[src/rtl/fp_mul_pipe.sv]
// IEEE-754 single-precision multiplier: flush-to-zero, five rounding modes, overflow/underflow flags.
// Latency: edge N samples in_valid/operands, edge N+3 presents the result with out_valid=1.
// Backpressure: none; a new operation may be accepted on every cycle.
// Ports: clk, rst_n (async active-low); in_valid, r_mode[3:0], fp_X[31:0], fp_Y[31:0] in;
//        out_valid, fp_Z[31:0], ovrf, udrf out (outputs hold their value while out_valid=0).
module fp_mul_pipe #(
  parameter int          LATENCY = 3,
  parameter logic [31:0] QNAN    = 32'h7FC0_0000
) (
  input  logic        clk,
  input  logic        rst_n,
  input  logic        in_valid,
  input  logic [3:0]  r_mode,
  input  logic [31:0] fp_X,
  input  logic [31:0] fp_Y,
  output logic        out_valid,
  output logic [31:0] fp_Z,
  output logic        ovrf,
  output logic        udrf
);

  localparam logic [3:0] RM_RTZ = 4'd1;
  localparam logic [3:0] RM_RDN = 4'd2;
  localparam logic [3:0] RM_RUP = 4'd3;
  localparam logic [3:0] RM_RMM = 4'd4;

  // vld_q[0]: operand capture, [1]: S1, [2]: S2, [LATENCY]: output register
  logic [LATENCY:0] vld_q;

  // operand capture
  logic [31:0] x0_q, y0_q;
  logic [3:0]  rm0_q;

  // S1: classify, sign, exponent sum
  logic        sign1_d, spec1_d;
  logic [31:0] specz1_d;
  logic [9:0]  exp1_d;
  logic        x_zero, y_zero, x_inf, y_inf, x_nan, y_nan;
  logic        sign1_q, spec1_q;
  logic [31:0] specz1_q;
  logic [9:0]  exp1_q;
  logic [23:0] mx1_q, my1_q;
  logic [3:0]  rm1_q;

  // S2: significand product
  logic [47:0] prod2_d, prod2_q;
  logic        sign2_q, spec2_q;
  logic [31:0] specz2_q;
  logic [9:0]  exp2_q;
  logic [3:0]  rm2_q;

  // S3: normalize, round, pack
  logic [23:0] mant_n;
  logic        guard, sticky, inc;
  logic [9:0]  exp_n, exp_f;
  logic [24:0] mant_r;
  logic [22:0] frac;
  logic        ovf, udf;
  logic [30:0] ovf_mag;
  logic [31:0] z_d, z_q;
  logic        ovrf_d, udrf_d, ovrf_q, udrf_q;

  always_comb begin
    // exponent 0 covers subnormals too: they are flushed to zero here
    x_zero   = (x0_q[30:23] == 8'h00);
    y_zero   = (y0_q[30:23] == 8'h00);
    x_inf    = (x0_q[30:23] == 8'hFF) && (x0_q[22:0] == 23'd0);
    y_inf    = (y0_q[30:23] == 8'hFF) && (y0_q[22:0] == 23'd0);
    x_nan    = (x0_q[30:23] == 8'hFF) && (x0_q[22:0] != 23'd0);
    y_nan    = (y0_q[30:23] == 8'hFF) && (y0_q[22:0] != 23'd0);
    sign1_d  = x0_q[31] ^ y0_q[31];
    exp1_d   = {2'b00, x0_q[30:23]} + {2'b00, y0_q[30:23]} - 10'd127;
    spec1_d  = 1'b0;
    specz1_d = 32'd0;
    if (x_nan || y_nan || (x_inf && y_zero) || (y_inf && x_zero)) begin
      spec1_d  = 1'b1;
      specz1_d = QNAN;
    end else if (x_inf || y_inf) begin
      spec1_d  = 1'b1;
      specz1_d = {sign1_d, 8'hFF, 23'd0};
    end else if (x_zero || y_zero) begin
      spec1_d  = 1'b1;
      specz1_d = {sign1_d, 31'd0};
    end
  end

  assign prod2_d = {24'd0, mx1_q} * {24'd0, my1_q};

  always_comb begin
    if (prod2_q[47]) begin
      mant_n = prod2_q[47:24];
      guard  = prod2_q[23];
      sticky = |prod2_q[22:0];
      exp_n  = exp2_q + 10'd1;
    end else begin
      mant_n = prod2_q[46:23];
      guard  = prod2_q[22];
      sticky = |prod2_q[21:0];
      exp_n  = exp2_q;
    end
    case (rm2_q)
      RM_RTZ:  inc = 1'b0;
      RM_RDN:  inc = (guard | sticky) & sign2_q;
      RM_RUP:  inc = (guard | sticky) & ~sign2_q;
      RM_RMM:  inc = guard;
      default: inc = guard & (sticky | mant_n[0]);
    endcase
    mant_r = {1'b0, mant_n} + {24'd0, inc};
    // carry-out of rounding leaves 1.000..0, so the fraction becomes all zeros
    frac   = mant_r[24] ? mant_r[23:1] : mant_r[22:0];
    exp_f  = exp_n + {9'd0, mant_r[24]};
    ovf    = !spec2_q && ($signed(exp_f) >= 10'sd255);
    udf    = !spec2_q && ($signed(exp_f) <= 10'sd0);
    case (rm2_q)
      RM_RTZ:  ovf_mag = 31'h7F7F_FFFF;
      RM_RUP:  ovf_mag = sign2_q ? 31'h7F7F_FFFF : 31'h7F80_0000;
      RM_RDN:  ovf_mag = sign2_q ? 31'h7F80_0000 : 31'h7F7F_FFFF;
      default: ovf_mag = 31'h7F80_0000;
    endcase
    ovrf_d = ovf;
    udrf_d = udf;
    if (spec2_q)  z_d = specz2_q;
    else if (ovf) z_d = {sign2_q, ovf_mag};
    else if (udf) z_d = {sign2_q, 31'd0};
    else          z_d = {sign2_q, exp_f[7:0], frac};
  end

  always_ff @(posedge clk or negedge rst_n) begin
    if (!rst_n) begin
      vld_q    <= '0;
      x0_q     <= '0;
      y0_q     <= '0;
      rm0_q    <= '0;
      sign1_q  <= 1'b0;
      spec1_q  <= 1'b0;
      specz1_q <= '0;
      exp1_q   <= '0;
      mx1_q    <= '0;
      my1_q    <= '0;
      rm1_q    <= '0;
      prod2_q  <= '0;
      sign2_q  <= 1'b0;
      spec2_q  <= 1'b0;
      specz2_q <= '0;
      exp2_q   <= '0;
      rm2_q    <= '0;
      z_q      <= '0;
      ovrf_q   <= 1'b0;
      udrf_q   <= 1'b0;
    end else begin
      vld_q <= {vld_q[LATENCY-1:0], in_valid};
      if (in_valid) begin
        x0_q  <= fp_X;
        y0_q  <= fp_Y;
        rm0_q <= r_mode;
      end
      if (vld_q[0]) begin
        sign1_q  <= sign1_d;
        spec1_q  <= spec1_d;
        specz1_q <= specz1_d;
        exp1_q   <= exp1_d;
        mx1_q    <= {1'b1, x0_q[22:0]};
        my1_q    <= {1'b1, y0_q[22:0]};
        rm1_q    <= rm0_q;
      end
      if (vld_q[1]) begin
        prod2_q  <= prod2_d;
        sign2_q  <= sign1_q;
        spec2_q  <= spec1_q;
        specz2_q <= specz1_q;
        exp2_q   <= exp1_q;
        rm2_q    <= rm1_q;
      end
      if (vld_q[2]) begin
        z_q    <= z_d;
        ovrf_q <= ovrf_d;
        udrf_q <= udrf_d;
      end
    end
  end

  assign out_valid = vld_q[LATENCY];
  assign fp_Z      = z_q;
  assign ovrf      = ovrf_q;
  assign udrf      = udrf_q;

endmodule

[config.mk]
export PLATFORM = sky130hd
export DESIGN_NAME = fp_mul_pipe
export DESIGN_NICKNAME = d
export VERILOG_FILES = /design/src/rtl/fp_mul_pipe.sv
export SDC_FILE = /design/constraint.sdc
export NUM_CORES = 2
export LEC_CHECK = 0
export CAP_MARGIN = 20
export CORE_MARGIN = 10
export CORE_UTILIZATION = 35
export CTS_CLUSTER_SIZE = 28
export DETAILED_ROUTE_END_ITERATION = 8
export HOLD_SLACK_MARGIN = 0.06
export RECOVER_POWER = 50
export REMOVE_ABC_BUFFERS = 1
export SETUP_SLACK_MARGIN = 0.05
export SYNTH_ARGS = -nofsm -noshare
export SYNTH_HDL_FRONTEND = slang
export SYNTH_SLANG_ARGS = --single-unit
[constraint.sdc]
create_clock -name clk -period 19.2 [get_ports clk]
set_input_delay 4.8 -clock clk [delete_from_list [all_inputs] [get_ports clk]]
set_output_delay 4.8 -clock clk [all_outputs]
set_load 0.05 [all_outputs]
Word level (Yosys, flattened, before mapping)
Index checks and enable logic that the tools add are counted.
{"block": "word_totals", "in_bits": 71, "mem_count": 0, "out_inout_bits": 35, "ff_bits": 298, "rom_bits": 0, "ramBits": 0, "latchBits": 0}
{"block": "classes", "addsub": 5, "n_reduce_logical": 22, "shifts": 0, "muxes": 18, "div_mod_pow": 0, "n_eq_ne": 6, "mul": 1, "bitwise": 7, "magnitude_cmp": 2}
{"cell": "$mux 32", "n": 4}
{"cell": "$mux 24", "n": 3}
{"cell": "$pmux 24 s3", "n": 1}
{"cell": "$mux 31", "n": 2}
{"cell": "$mul 24x24->48", "n": 1}
{"cell": "$logic_not 23->1", "n": 2}
{"cell": "$reduce_bool 23->1", "n": 2}
{"cell": "$add 24x1->25", "n": 1}
{"cell": "$mux 23", "n": 1}
{"cell": "$reduce_or 23->1", "n": 1}
{"cell": "$reduce_or 22->1", "n": 1}
{"cell": "$eq 8x8->1 const B", "n": 2}
{"cell": "$logic_not 8->1", "n": 2}
{"cell": "$add 10x1->10", "n": 1}
{"cell": "$add 10x1->10 const B", "n": 1}
{"cell": "$ge 10x9->1 const B", "n": 1}
{"cell": "$le 10x1->1 const B", "n": 1}
{"cell": "$mux 10", "n": 1}
{"cell": "$sub 9x7->10 const B", "n": 1}
{"cell": "$add 8x8->9", "n": 1}
{"cell": "$eq 4x2->1 const B", "n": 2}
{"cell": "$logic_and 1x1->1", "n": 8}
{"cell": "$logic_or 1x1->1", "n": 5}
{"cell": "$mux 1", "n": 5}
{"cell": "other kinds (8)", "n": 11}

Longest topological paths before layout
{"block": "depth", "word_depth": 12, "ltp_mapped": 26}

Least setup slack after synthesis
Ideal clock, no wire load.
{"block": "synth_timing", "path_kind": "register to register", "start": "register my1_q[3]", "end": "register prod2_q[44]", "setup_slack_ns": 12.434, "required_ns": 19.131, "period_less_slack_ns": 6.766, "path_stages_with_launch": 26, "setup_time_ns": 0.069, "arrival_time_ns": 6.697, "cell_sequence": "dfrtp_1 clkbuf_1 nand2_1 fa_1 inv_1 fa_1 inv_1 fa_1 fa_1 inv_1 fa_1 fa_1 inv_1 fa_1 inv_1 ha_1 clkbuf_1 nand2_1 o211ai_1 a31oi_1 or4_1 o211ai_1 and3_1 a21boi_1 or4_1 nand3_1"}
{"block": "synth_via", "elab_chain_len": 1}
{"element": "start, declared", "line": "42", "source": "logic [23:0] mx1_q, my1_q;"}
{"element": "start signal, assigned", "line": "163", "source": "my1_q <= {1'b1, y0_q[22:0]};"}
{"element": "$mul 24x24->48", "line": "87", "source": "assign prod2_d = {24'd0, mx1_q} * {24'd0, my1_q};"}
{"element": "end signal, assigned", "line": "167", "source": "prod2_q <= prod2_d;"}
{"element": "end, declared", "line": "46", "source": "logic [47:0] prod2_d, prod2_q;"}
Every way passes these cells.
A chain may end at the register's enable or synchronous reset.

==> impl_metrics.ini <==
[clocking]
cts_tree = built
cts_sinks = 239
clk_pin_slew_ns = 0.06
root_buffer = clkbuf_16
cts_hold_buf = 0
cts_setup_buffers = 0
clkLatencyLatePin_ns = 0.61
cts_buffer_depth = 3
h-tree-depth = 1
cts_buffers = 31
cts_resized = 0

[drt]
dr.pass1.iters = 7
antenna_left = 0
vias_per_cell = 4.880
wirelength_microns = 75330
vias = 21050
drt_iter0_markers = 1105
wl_per_cell_microns = 17.46
drc = 0

[finish]
final.fill_count = 8479
fin_nets = 3893
final-seq-area_sq_um = 5983
fin_area_sq_um = 33310
layout-drive-gt1-share = 0.08927
antenna_cells = 0
areaGrowthSynthToFinish_pct = 9.939
multi_input_area_sq_um = 21460

[job]
drv_cap = 6

[setup_path]
required_ns = 18.12
cp_top_family = buffers and inverters
crit_buf_inv = 1
worst_setup_path_start_kind = input pin
cp-end-kind = asynchronous set/reset pin
crit_arrival_ns = 8.70
crit_chain = clkbuf_1
cp_slowest_cell = clkbuf_1
cp_max_fo = 100
critPathMaxStageDelay_ns = 3.83
crit_type = input pin to asynchronous set/reset pin

[sta]
min_period_over_period = 0.5096
layout_setup_ws_ns = 9.416
worst_slew_pin_slew_ns = 5.582
setup_viol = 0
skew_ns = 0.02145
maxSlewViolCount = 350
finalHoldViolations = 0
rsz0062_at_grt = false
fmax_mhz = 102.2
relSlewSlack = -2.721
finalCriticalPeriod_ns = 9.784
setup_tns_ns = 0

[global_routing]
met3_usage = 0.03084
grt_overflow = 0
grt_usage = 0.1563
grt_pass1_vias = 22450
grt_use_met2 = 0.2539
antenna_found_initial = 3
use_met1 = 0.2136
grt_pass1_wl_microns = 125400
grt_max_degree = 101
busiest_layer = met2

[outcome]
outcome = finished, violations left
violations = capacitance limit, slew limit

[logic_synthesis]
synthMuxAreaShare = 0.06805
syn_area_sq_um = 30300
synthTopCellsByArea = fa_1 32%, dfrtp_1 20%, ha_1 8.0%
yosys.area_share.adder = 0.3992
synth.avg_cell_area_sq_um = 9.638
ys_ff_latch = 239
yosysWarnings = 0
synth_top_area_cell = fa_1
synth_top_area_frac = 0.3191
yosys.area_share.simple = 0.1542
synth-compound-area-share = 0.06156
synthMostInstantiatedCell = inv_1
synth_edf_count = 0
synthCells = 3144
yosys-top-cells-count = 579 x inv_1, 483 x fa_1, 380 x nand2_1
ys_seq_area_frac = 0.1974
synthArstFlopShare = 1.000
synthFlopType = dfrtp_1
synth_xor_area_frac = 0.02568
synth_top_family_by_area = adder cells
synthDistinctLibCells = 83

[die]
start_util = 0.3542
die_w_microns = 314.2
num_rows = 107
fp.coreArea_sq_um = 85550
ioPinCount = 106
die_h_microns = 314.2
fp.dieArea_sq_um = 98750

[place]
place_area_sq_um = 32340
numPortBuffers = 105
dp_hpwl_microns = 59730
pre_cts_ws_ns = 11.47
gp_congestion = 0.8522

[worst_hold_path]
hp-class = register to register
## cell type report
class                      instances  share of cell area
timing repair buffer             135             0.03737
tap                             1144             0.04297
multi-input combinational       2159              0.6440
sequential                       239              0.1796
clock inverter                    20            0.005521
clock buffer                      38             0.02528
inverter                         579             0.06524
## placed cells by master, fill, tap and decap left out, types with 22 or more instances in the layout
| cell type | netlist | final |
|---|---|---|
| nand3_1 | 47 | 47 |
| inv_1 | 579 | 579 |
| nand4_1 | 22 | 22 |
| buf_4 | 2 | 25 |
| ha_1 | 194 | 194 |
| clkbuf_16 | 0 | 31 |
| and2_1 | 304 | 303 |
| mux2_2 | 168 | 168 |
| o21ai_0 | 63 | 63 |
| clkdlybuf4s50_1 | 0 | 99 |
| dfrtp_1 | 239 | 237 |
| xor2_1 | 33 | 33 |
| fa_1 | 483 | 483 |
| xnor2_1 | 49 | 49 |
| a21oi_1 | 85 | 85 |
| nand2_1 | 380 | 380 |
| nor2_1 | 82 | 82 |
## per-stage QoR
stage	instances	util	hold WS, ns
2_1_floorplan	2977	-	0.4409
3_3_place_gp	4255	0.3780	0.4621
3_5_place_dp	4255	0.3780	0.4578
4_1_cts	4313	0.3900	0.4745
5_1_grt	4314	0.3894	0.5084
6_report	4314	0.3894	0.4761
## final timing paths
check | from | end | slack, ns | cells after the start
max | rst_n | prod2_q[47]$_DFFE_PN0P_ | 9.42 | 1
max in group clk | prod2_q[47]$_DFFE_PN0P_ | fp_Z[18]$_DFFE_PN0P_ | 10.41 | 22
min reg2reg | specz1_q[31]$_DFFE_PN0P_ | specz1_q[31]$_DFFE_PN0P_ | 0.48 | 2
min in group asynchronous | rst_n | exp1_q[7]$_DFFE_PN0P_ | 6.26 | 1
min | specz1_q[31]$_DFFE_PN0P_ | specz1_q[31]$_DFFE_PN0P_ | 0.48 | 2
max reg2reg | prod2_q[47]$_DFFE_PN0P_ | fp_Z[18]$_DFFE_PN0P_ | 10.41 | 22
## cell families after synthesis
kind of cell	after synthesis
simple gates	933
buf+inv	746
fa+ha+maj	677
compound gates	279
flops	239
mux	185
xor+xnor	85
## tightest hold or removal path, stage by stage, from the launching register on
cell and delay [ns]:
dfrtp_1 0.34, nand2_1 0.06, o41ai_1 0.05
## state kept, by name, indices dropped and copies added (netlist names), 4 cells and up
name,flops
my1_q,23
rm0_q,4
exp2_q,10
fp_Z,32
vld_q,4
mx1_q,24
y0_q,32
rm1_q,4
rm2_q,4
x0_q,32
exp1_q,10
prod2_q,48
## layer usage
metal	part of all wire	routed length (microns)
met1	0.45	34240
met3	0.064	4810
met4	0.021	1590
met2	0.46	34660
met5	0.00044	33
Power is not shown: default switching activity piles up to over one toggle a cycle in this logic, so the estimate is an artifact.
